**src/rtl/sd_block_responder.sv**
```systemverilog
// Target end of the virtual SD block interface: acknowledges one block request at a time
// and copies a 2^BLK_AW-byte block between a backing byte memory and the requester's buffer.
module sd_block_responder #(
  parameter int VDNUM     = 2,
  parameter int ACK_DELAY = 4,
  parameter int BLK_AW    = 9
) (
  input  logic              CLK_VIDEO,
  input  logic              reset,
  input  logic [31:0]       sd_lba_0,
  input  logic [31:0]       sd_lba_1,
  input  logic [VDNUM-1:0]  sd_rd,
  input  logic [VDNUM-1:0]  sd_wr,
  output logic [VDNUM-1:0]  sd_ack,
  output logic [BLK_AW-1:0] sd_buff_addr,
  output logic [7:0]        sd_buff_dout,
  output logic              sd_buff_wr,
  input  logic [7:0]        sd_buff_din_0,
  input  logic [7:0]        sd_buff_din_1,
  input  logic [31:0]       img_blocks_0,
  input  logic [31:0]       img_blocks_1,
  output logic [31:0]       mem_addr,
  output logic              mem_rd,
  output logic              mem_wr,
  output logic [7:0]        mem_wdata,
  input  logic [7:0]        mem_rdata,
  input  logic              mem_ack,
  output logic              busy,
  output logic              err
);

  localparam int DW = (VDNUM > 1) ? $clog2(VDNUM) : 1;
  localparam int OW = BLK_AW + 1;
  localparam logic [7:0]    CNT_LAST = 8'(ACK_DELAY - 1);
  localparam logic [OW-1:0] LAST_OFF = OW'((1 << BLK_AW) - 1);

  typedef enum logic [3:0] {
    IDLE, ACK_WAIT, RD_FETCH, RD_PUT,
    WR_ADDR, WR_WAIT, WR_CAPT, WR_STORE,
    FINISH, GAP
  } state_t;

  state_t            state_reg, state_next;
  logic [DW-1:0]     drv_reg, drv_next;
  logic              dir_rd_reg, dir_rd_next;
  logic [7:0]        cnt_reg, cnt_next;
  logic [31:0]       lba_reg, lba_next;
  logic              err_reg, err_next;
  logic [OW-1:0]     off_reg, off_next;
  logic [VDNUM-1:0]  ack_reg, ack_next;
  logic [BLK_AW-1:0] buff_addr_reg, buff_addr_next;
  logic [7:0]        dout_reg, dout_next;
  logic              buff_wr_reg, buff_wr_next;
  logic              mem_rd_reg, mem_rd_next;
  logic              mem_wr_reg, mem_wr_next;
  logic [7:0]        wdata_reg, wdata_next;

  logic [VDNUM-1:0]  req;
  logic [DW-1:0]     req_idx;
  logic              req_any;
  logic [31:0]       cur_lba;
  logic [31:0]       cur_img;
  logic [7:0]        cur_din;
  logic              out_of_range;
  logic              last_byte;

  assign req          = sd_rd | sd_wr;
  assign cur_lba      = (drv_reg == '0) ? sd_lba_0 : sd_lba_1;
  assign cur_img      = (drv_reg == '0) ? img_blocks_0 : img_blocks_1;
  assign cur_din      = (drv_reg == '0) ? sd_buff_din_0 : sd_buff_din_1;
  assign out_of_range = (cur_lba >= cur_img);
  assign last_byte    = (off_reg == LAST_OFF);

  // Lowest-numbered requesting drive wins.
  always_comb begin
    req_idx = '0;
    req_any = 1'b0;
    for (int i = VDNUM - 1; i >= 0; i--) begin
      if (req[i]) begin
        req_idx = DW'(i);
        req_any = 1'b1;
      end
    end
  end

  always_ff @(posedge CLK_VIDEO) begin
    if (reset) begin
      state_reg     <= IDLE;
      drv_reg       <= '0;
      dir_rd_reg    <= 1'b0;
      cnt_reg       <= '0;
      lba_reg       <= '0;
      err_reg       <= 1'b0;
      off_reg       <= '0;
      ack_reg       <= '0;
      buff_addr_reg <= '0;
      dout_reg      <= '0;
      buff_wr_reg   <= 1'b0;
      mem_rd_reg    <= 1'b0;
      mem_wr_reg    <= 1'b0;
      wdata_reg     <= '0;
    end else begin
      state_reg     <= state_next;
      drv_reg       <= drv_next;
      dir_rd_reg    <= dir_rd_next;
      cnt_reg       <= cnt_next;
      lba_reg       <= lba_next;
      err_reg       <= err_next;
      off_reg       <= off_next;
      ack_reg       <= ack_next;
      buff_addr_reg <= buff_addr_next;
      dout_reg      <= dout_next;
      buff_wr_reg   <= buff_wr_next;
      mem_rd_reg    <= mem_rd_next;
      mem_wr_reg    <= mem_wr_next;
      wdata_reg     <= wdata_next;
    end
  end

  always_comb begin
    state_next     = state_reg;
    drv_next       = drv_reg;
    dir_rd_next    = dir_rd_reg;
    cnt_next       = cnt_reg;
    lba_next       = lba_reg;
    err_next       = err_reg;
    off_next       = off_reg;
    ack_next       = ack_reg;
    buff_addr_next = buff_addr_reg;
    dout_next      = dout_reg;
    buff_wr_next   = 1'b0;
    mem_rd_next    = mem_rd_reg;
    mem_wr_next    = mem_wr_reg;
    wdata_next     = wdata_reg;
    case (state_reg)
      IDLE: begin
        if (req_any) begin
          drv_next    = req_idx;
          dir_rd_next = sd_rd[req_idx];
          cnt_next    = '0;
          state_next  = ACK_WAIT;
        end
      end
      ACK_WAIT: begin
        if (cnt_reg == CNT_LAST) begin
          // Requester bumps its lba on this ack edge, so this captures the pre-increment value.
          ack_next = VDNUM'(1) << drv_reg;
          lba_next = cur_lba;
          err_next = out_of_range;
          off_next = '0;
          if (dir_rd_reg) begin
            mem_rd_next = !out_of_range;
            state_next  = RD_FETCH;
          end else begin
            buff_addr_next = '0;
            state_next     = WR_ADDR;
          end
        end else begin
          cnt_next = cnt_reg + 8'd1;
        end
      end
      RD_FETCH: begin
        if (err_reg || mem_ack) begin
          mem_rd_next    = 1'b0;
          dout_next      = err_reg ? 8'h00 : mem_rdata;
          buff_addr_next = off_reg[BLK_AW-1:0];
          buff_wr_next   = 1'b1;
          state_next     = RD_PUT;
        end
      end
      RD_PUT: begin
        if (last_byte) begin
          ack_next   = '0;
          state_next = FINISH;
        end else begin
          off_next    = off_reg + 1'b1;
          mem_rd_next = !err_reg;
          state_next  = RD_FETCH;
        end
      end
      WR_ADDR:  state_next = WR_WAIT;
      // Requester buffer has one cycle of read latency; WR_WAIT covers it.
      WR_WAIT:  state_next = WR_CAPT;
      WR_CAPT: begin
        wdata_next  = cur_din;
        mem_wr_next = !err_reg;
        state_next  = WR_STORE;
      end
      WR_STORE: begin
        if (err_reg || mem_ack) begin
          mem_wr_next = 1'b0;
          if (last_byte) begin
            ack_next   = '0;
            state_next = FINISH;
          end else begin
            off_next       = off_reg + 1'b1;
            buff_addr_next = off_reg[BLK_AW-1:0] + 1'b1;
            state_next     = WR_ADDR;
          end
        end
      end
      FINISH: begin
        cnt_next   = '0;
        state_next = GAP;
      end
      GAP: begin
        if (cnt_reg == CNT_LAST) state_next = IDLE;
        else                     cnt_next   = cnt_reg + 8'd1;
      end
      default: state_next = IDLE;
    endcase
  end

  assign sd_ack       = ack_reg;
  assign sd_buff_addr = buff_addr_reg;
  assign sd_buff_dout = dout_reg;
  assign sd_buff_wr   = buff_wr_reg;
  // {drive, lba, offset} keeps only its low 32 bits.
  assign mem_addr     = 32'({drv_reg[0], lba_reg, off_reg[BLK_AW-1:0]});
  assign mem_rd       = mem_rd_reg;
  assign mem_wr       = mem_wr_reg;
  assign mem_wdata    = wdata_reg;
  assign busy         = (state_reg != IDLE);
  assign err          = err_reg;

endmodule

```
**config.mk**
```make
export PLATFORM = sky130hd
export DESIGN_NAME = sd_block_responder
export DESIGN_NICKNAME = d
export VERILOG_FILES = /design/src/rtl/sd_block_responder.sv
export SDC_FILE = /design/constraint.sdc
export NUM_CORES = 1
export LEC_CHECK = 0
export ABC_AREA = 1
export CAP_MARGIN = 10
export CORE_MARGIN = 5
export CORE_UTILIZATION = 47
export CTS_CLUSTER_SIZE = 24
export DETAILED_ROUTE_END_ITERATION = 7
export PLACE_DENSITY = 0.84
export SLEW_MARGIN = 30
export SYNTH_ARGS = -nofsm -noshare
export SYNTH_HDL_FRONTEND = slang
export SYNTH_SLANG_ARGS = --single-unit
```
**constraint.sdc**
```tcl
create_clock -name CLK_VIDEO -period 5.6 [get_ports CLK_VIDEO]
set_clock_uncertainty 0.2 [all_clocks]
set_input_delay 1.68 -clock CLK_VIDEO [delete_from_list [all_inputs] [get_ports CLK_VIDEO]]
set_output_delay 1.68 -clock CLK_VIDEO [all_outputs]
set_load 0.01 [all_outputs]
```
==> results.cfg, run 1 <==
[run_status]
status = finished clean

[pwr]
p_leak_nw = 3.24
swShare_pct = 40.2
p_switching_uw = 861
p_comb_share_pct = 48.8
p_clk_share_pct = 20.8
power.density_nw_per_um2 = 279
finalPower_mw = 2.14
worst_ir_drop_vdd_v = 0.000181
power_frac_seq_pct = 30.4
intPower_mw = 1.28

[global_routing]
grt_usage_pct = 23.5
grt_pass1_wl_um = 25100
antenna_found_initial = 0
grt_pass1_vias = 5307
grt_max_degree = 74
gr-total-overflow = 0

[clocking]
cts_tree = done
htreeDepth = 3
path_clk_slew_ps = 80
clock_path_buffers = 2
cts-buffers-inserted = 9
post_cts_buffers = 0
clk_latency_ps = 350
root_buffer = clkbuf_8
holdBufCountCts = 0
cts-resized-gates = 0
cts_sinks = 78

[placed_design]
placedCellCount = 1103
pre_cts_slack_ps = 1910
hpwlAfterDp_um = 12900
placed_area_um2 = 7450
routabilityCongestion = 0.894
port_buffers = 222

[critical_path]
required_ps = 3720
reg2reg_to = mem_rd$_SDFFE_PP0P_
start_kind = flip-flop
r2r_start = drv_reg$_SDFFE_PP0P_
critPathKind = flip-flop to primary output
worstRegToRegCells = 14
cp_max_fo = 8
end_kind = primary output
crit_arrival_ps = 1750
regToRegSetupSlack_ps = 2840

[logic_synthesis]
synthTopCellsByCount = nand2_1 (232), nor2_1 (95), dfxtp_1 (78), inv_1 (53), a21oi_1 (45)
synth_most_common_cell = nand2_1
ys_warn_count = 0
synth-seq-cells = 78
ys_seq_area_share_pct = 30.0
syn_inst = 774
synth_edf_count = 0
synth_area_leaders = dfxtp_1 (30%), nand2_1 (17%), ha_1 (8.2%), nor2_1 (6.8%), mux2i_1 (6.2%)
synthDistinctLibCells = 43
netlist.area_leader.share_pct = 30.0
syn_nets = 967
syn_area_um2 = 5210
synthFlopType = dfxtp_1
async_reset_ff_share_pct = 0
synth_area_per_cell_um2 = 6.73
synth_area_leader_cell = dfxtp_1

[sta]
fin_tns_setup_ps = 0
drv_slew = 0
tightestPinTransition_ps = 899
max_freq_ghz = 0.276
hold_ws_ps = 258
timing.slew.headroom_pct = 40.0
rsz0062_at_grt = false
finalCriticalPeriod_ps = 3630
hold_violations = 0
post-route-period-util_pct = 64.7
setup_ws_ps = 1970
setup_viol = 0

[drt]
via_per_inst = 5.01
route.detailed.drc = 0
wl_per_cell_um = 14.2
drtIter0Drc = 343
wirelength_um = 15900
num_vias = 5607
drtAntennaViolNets = 0
first_pass_iters = 5

[layout]
final_cells = 1119
fillers = 937
fin_area_um2 = 7660
largest_reg_flops = 23
area_growth_pct = 47.1
num_antenna_cells = 0
drive_gt1_share_pct = 5.92
final_core_utilization_pct = 70.7
fin_nets = 1167

[min_path]
worstHoldEndpoint = sd_ack[0]$_SDFFE_PP0P_
hold_class = flip-flop to flip-flop
hold_start = sd_ack[0]$_SDFFE_PP0P_
whs_path_depth = 2

[floorplanning]
boundaryPins = 223
core_um2 = 10800
fp.dieW_um = 115
placementRows = 38
dieHeight_um = 115
start_util_pct = 48.0
dieArea_um2 = 13300

[flow_run]
drv_cap = 0
==> layout make-up <==
cell class	count	area, um2	share of cell area (%)
Clock inverter	4	53.8	0.702
Clock buffer	12	156	2.04
Multi-Input combinational cell	595	3210	41.9
Sequential cell	78	1570	20.4
Inverter	63	239	3.12
Tap cell	140	175	2.29
Timing Repair Buffer	227	2260	29.5
==> layer usage <==
metal / global-route usage (%) / wire length (um)
met5: 0 / 0
met2: 41.3 / 7970
met1: 27.4 / 6330
met4: 7.59 / 321
met3: 7.00 / 1230
==> worst max-delay path by stage <==
stage	from	end	slack (ps)	cells past startpoint
2_1_floorplan	sd_lba_1[15]	err$_SDFFE_PP0P_	2600	12
3_3_place_gp	sd_lba_1[25]	mem_rd$_SDFFE_PP0P_	1920	11
3_5_place_dp	sd_lba_1[5]	mem_rd$_SDFFE_PP0P_	1910	13
4_1_cts	state_reg[0]$_SDFFE_PP0P_	busy	1980	3
5_1_grt	state_reg[0]$_SDFFE_PP0P_	busy	1870	3
6_report	state_reg[0]$_SDFFE_PP0P_	busy	1970	3
==> critical path, cell delays in order (launching register included) <==
cell and delay, ps:
dfxtp_1 480, nor2_1 110, nand2_1 190, clkdlybuf4s50_1 610
==> logic make-up (layout without fill, tap and decap cells) <==
| kind of cell | Yosys count | count (layout) | share of synthesized area (%) |
|---|---|---|---|
| buffers and inverters | 101 | 306 | 8.31 |
| flip-flops | 78 | 78 | 30.0 |
| XOR/XNOR | 5 | 5 | 0.841 |
| AND/OR/NAND/NOR | 400 | 400 | 33.9 |
| multiplexers | 32 | 32 | 6.15 |
| AO/OA/AOI/OAI | 124 | 124 | 12.7 |
| adder cells (fa/ha/maj) | 34 | 34 | 8.17 |
==> power by group through the flow <==
stage	sequential (mW)	combinational, mW	clock [mW]
finish	0.650	1.05	0.445
global route	0.659	1.17	0.480
CTS	0.650	1.05	0.455
detailed placement	0.662	1.04	0
global placement	0.662	1.03	0
floorplan	0.663	0.704	0
==> cell usage in the layout (no fill, tap or decap), types with 9 or more instances in the layout <==
cell type / count
a21oi_1: 45
o21ai_0: 43
mux2i_1: 32
nand2_1: 232
dfxtp_1: 77
nand3_1: 15
inv_1: 53
clkdlybuf4s50_1: 222
ha_1: 34
nor3_1: 11
clkbuf_8: 9
nor2_1: 95
o21ai_1: 16
nand4_1: 16
No activity file was read; power rests on OpenSTA's default activity.
==> run 2: changes to the inputs <==
--- a/config.mk
+++ b/config.mk
@@ -8,10 +8,10 @@
 export ABC_AREA = 1
 export CAP_MARGIN = 10
 export CORE_MARGIN = 5
-export CORE_UTILIZATION = 47
+export CORE_UTILIZATION = 39
 export CTS_CLUSTER_SIZE = 24
 export DETAILED_ROUTE_END_ITERATION = 7
-export PLACE_DENSITY = 0.84
+export PLACE_DENSITY = 0.74
 export SLEW_MARGIN = 30
 export SYNTH_ARGS = -nofsm -noshare
 export SYNTH_HDL_FRONTEND = slang
==> constraint.sdc (replaced) <==
create_clock -name CLK_VIDEO -period 2.9 [get_ports CLK_VIDEO]
set_clock_uncertainty 0.2 [all_clocks]
set_input_delay 0.87 -clock CLK_VIDEO [delete_from_list [all_inputs] [get_ports CLK_VIDEO]]
set_output_delay 0.87 -clock CLK_VIDEO [all_outputs]
set_load 0.01 [all_outputs]
==> results.cfg, run 2 (same netlist as run 1, synthesis figures left out) <==
[clocking]
htreeDepth = 3
clk_latency_ps = 340
path_clk_slew_ps = 60
root_buffer = clkbuf_16
holdBufCountCts = 0
cts_sinks = 78
cts-resized-gates = 0
clock_path_buffers = 2
cts_tree = done
post_cts_buffers = 0
cts-buffers-inserted = 9

[drt]
drtIter0Drc = 249
wl_per_cell_um = 14.4
drtAntennaViolNets = 0
wirelength_um = 16800
via_per_inst = 4.80
first_pass_iters = 5
route.detailed.drc = 0
num_vias = 5572

[placed_design]
port_buffers = 222
hpwlAfterDp_um = 13500
placedCellCount = 1146
routabilityCongestion = 0.902

[floorplanning]
core_um2 = 13200
fp.dieW_um = 126
dieArea_um2 = 15800
placementRows = 42
dieHeight_um = 126
boundaryPins = 223
start_util_pct = 39.5

[min_path]
hold_start = sd_ack[0]$_SDFFE_PP0P_
whs_path_depth = 2
worstHoldEndpoint = sd_ack[0]$_SDFFE_PP0P_
hold_class = flip-flop to flip-flop

[run_status]
status = finished clean

[layout]
final_cells = 1162
fillers = 1253
area_growth_pct = 51.7
final_common_cell = nand2_1
drive_gt1_share_pct = 6.69
fin_nets = 1174
mostFrequentLayoutCells = nand2_1 (232), clkdlybuf4s50_1 (222), nor2_1 (95)
num_antenna_cells = 0
largest_reg_flops = 23
final_core_utilization_pct = 59.9

[sta]
tightestPinTransition_ps = 445
fin_tns_setup_ps = 0
timing.slew.headroom_pct = 70.3
setup_viol = 0
max_freq_ghz = 0.359
hold_ws_ps = 265
finalCriticalPeriod_ps = 2790
post-route-period-util_pct = 96.2
hold_violations = 0
drv_slew = 0
rsz0062_at_grt = false

[critical_path]
cp_max_fo = 6
required_ps = 1830
crit_start = state_reg[1]$_SDFFE_PP0P_
worstRegToRegCells = 12
r2r_start = drv_reg$_SDFFE_PP0P_
crit_arrival_ps = 1720
critPathKind = flip-flop to primary output
end_kind = primary output
reg2reg_to = mem_rd$_SDFFE_PP0P_
start_kind = flip-flop
regToRegSetupSlack_ps = 560

[global_routing]
grt_pass1_vias = 5416
antenna_found_initial = 0
grt_max_degree = 52
grt_pass1_wl_um = 26400
grt_usage_pct = 20.7
gr-total-overflow = 0

[pwr]
power.density_nw_per_um2 = 586
p_leak_nw = 3.35
worst_ir_drop_vdd_v = 0.000424

[flow_run]
drv_cap = 0
-- run 2: changes by cell type in the layout (fill, tap and decap cells not counted) --
cell / before / now
clkbuf_16: 1 / 9
inv_6: 0 / 1
buf_4: 5 / 11
clkinv_2: 0 / 2
bufinv_16: 1 / 3
clkbuf_8: 9 / 0
clkinv_4: 1 / 0
clkinvlp_4: 2 / 0
buf_12: 0 / 1
clkbuf_1: 2 / 1
-- run 2: metrics by stage --
stage               power, mW  instance area (um2)  setup WS [ps]
floorplan                2.64                 5210            480
finish                   4.63                 7900            111
global route             4.97                 7900           29.0
CTS                      4.67                 7900            111
detailed placement       3.36                 7560           19.8
global placement         3.33                 7560           57.6
-- run 2: area by class of cell --
type	instances	area, um2	share of cell area [%]
clock buffer	10	229	2.90
tap	176	220	2.79
sequential	78	1570	19.8
timing repair buffer	234	2320	29.4
inverter	63	239	3.03
clock inverter	6	109	1.38
multi-input combinational	595	3210	40.7
-- run 2: worst max-delay path, cell delays in order, from the launching register on --
cell and delay [ps]:
dfxtp_1 440, nor2_1 120, nand2_1 180, clkdlybuf4s50_1 640
-- run 2: per-layer routing --
metal	track usage (%)	up-vias	share of wire [%]
met2	36.7	159	51
met3	7.21	21	7.8
met1	22.9	2460	40
li1	-	2932	-
met5	0	-	0
met4	7.27	0	2.0
-- run 2: how the worst max path moves through the flow --
stage / depth (start not counted) / end / slack (ps)
2_1_floorplan: 14 / err$_SDFFE_PP0P_ / 480
3_3_place_gp: 10 / err$_SDFFE_PP0P_ / 60
3_5_place_dp: 9 / mem_rd$_SDFFE_PP0P_ / 20
4_1_cts: 3 / busy / 110
5_1_grt: 3 / busy / 30
6_report: 3 / busy / 110
-- run 2: report_power, final --
part	switching [mW]	internal, mW
registers	0.0779	1.18
clock network	0.454	0.841
logic	1.21	0.865
total	1.74	2.88
==> run 3: changes to the inputs <==
--- a/config.mk
+++ b/config.mk
@@ -9,6 +9,7 @@
 export CAP_MARGIN = 10
 export CORE_MARGIN = 5
 export CORE_UTILIZATION = 39
+export CTS_CLUSTER_DIAMETER = 120
 export CTS_CLUSTER_SIZE = 24
 export DETAILED_ROUTE_END_ITERATION = 7
 export PLACE_DENSITY = 0.74
==> results of run 3 <==
No change in the layout: final DEF, timing and power equal those of run 2.
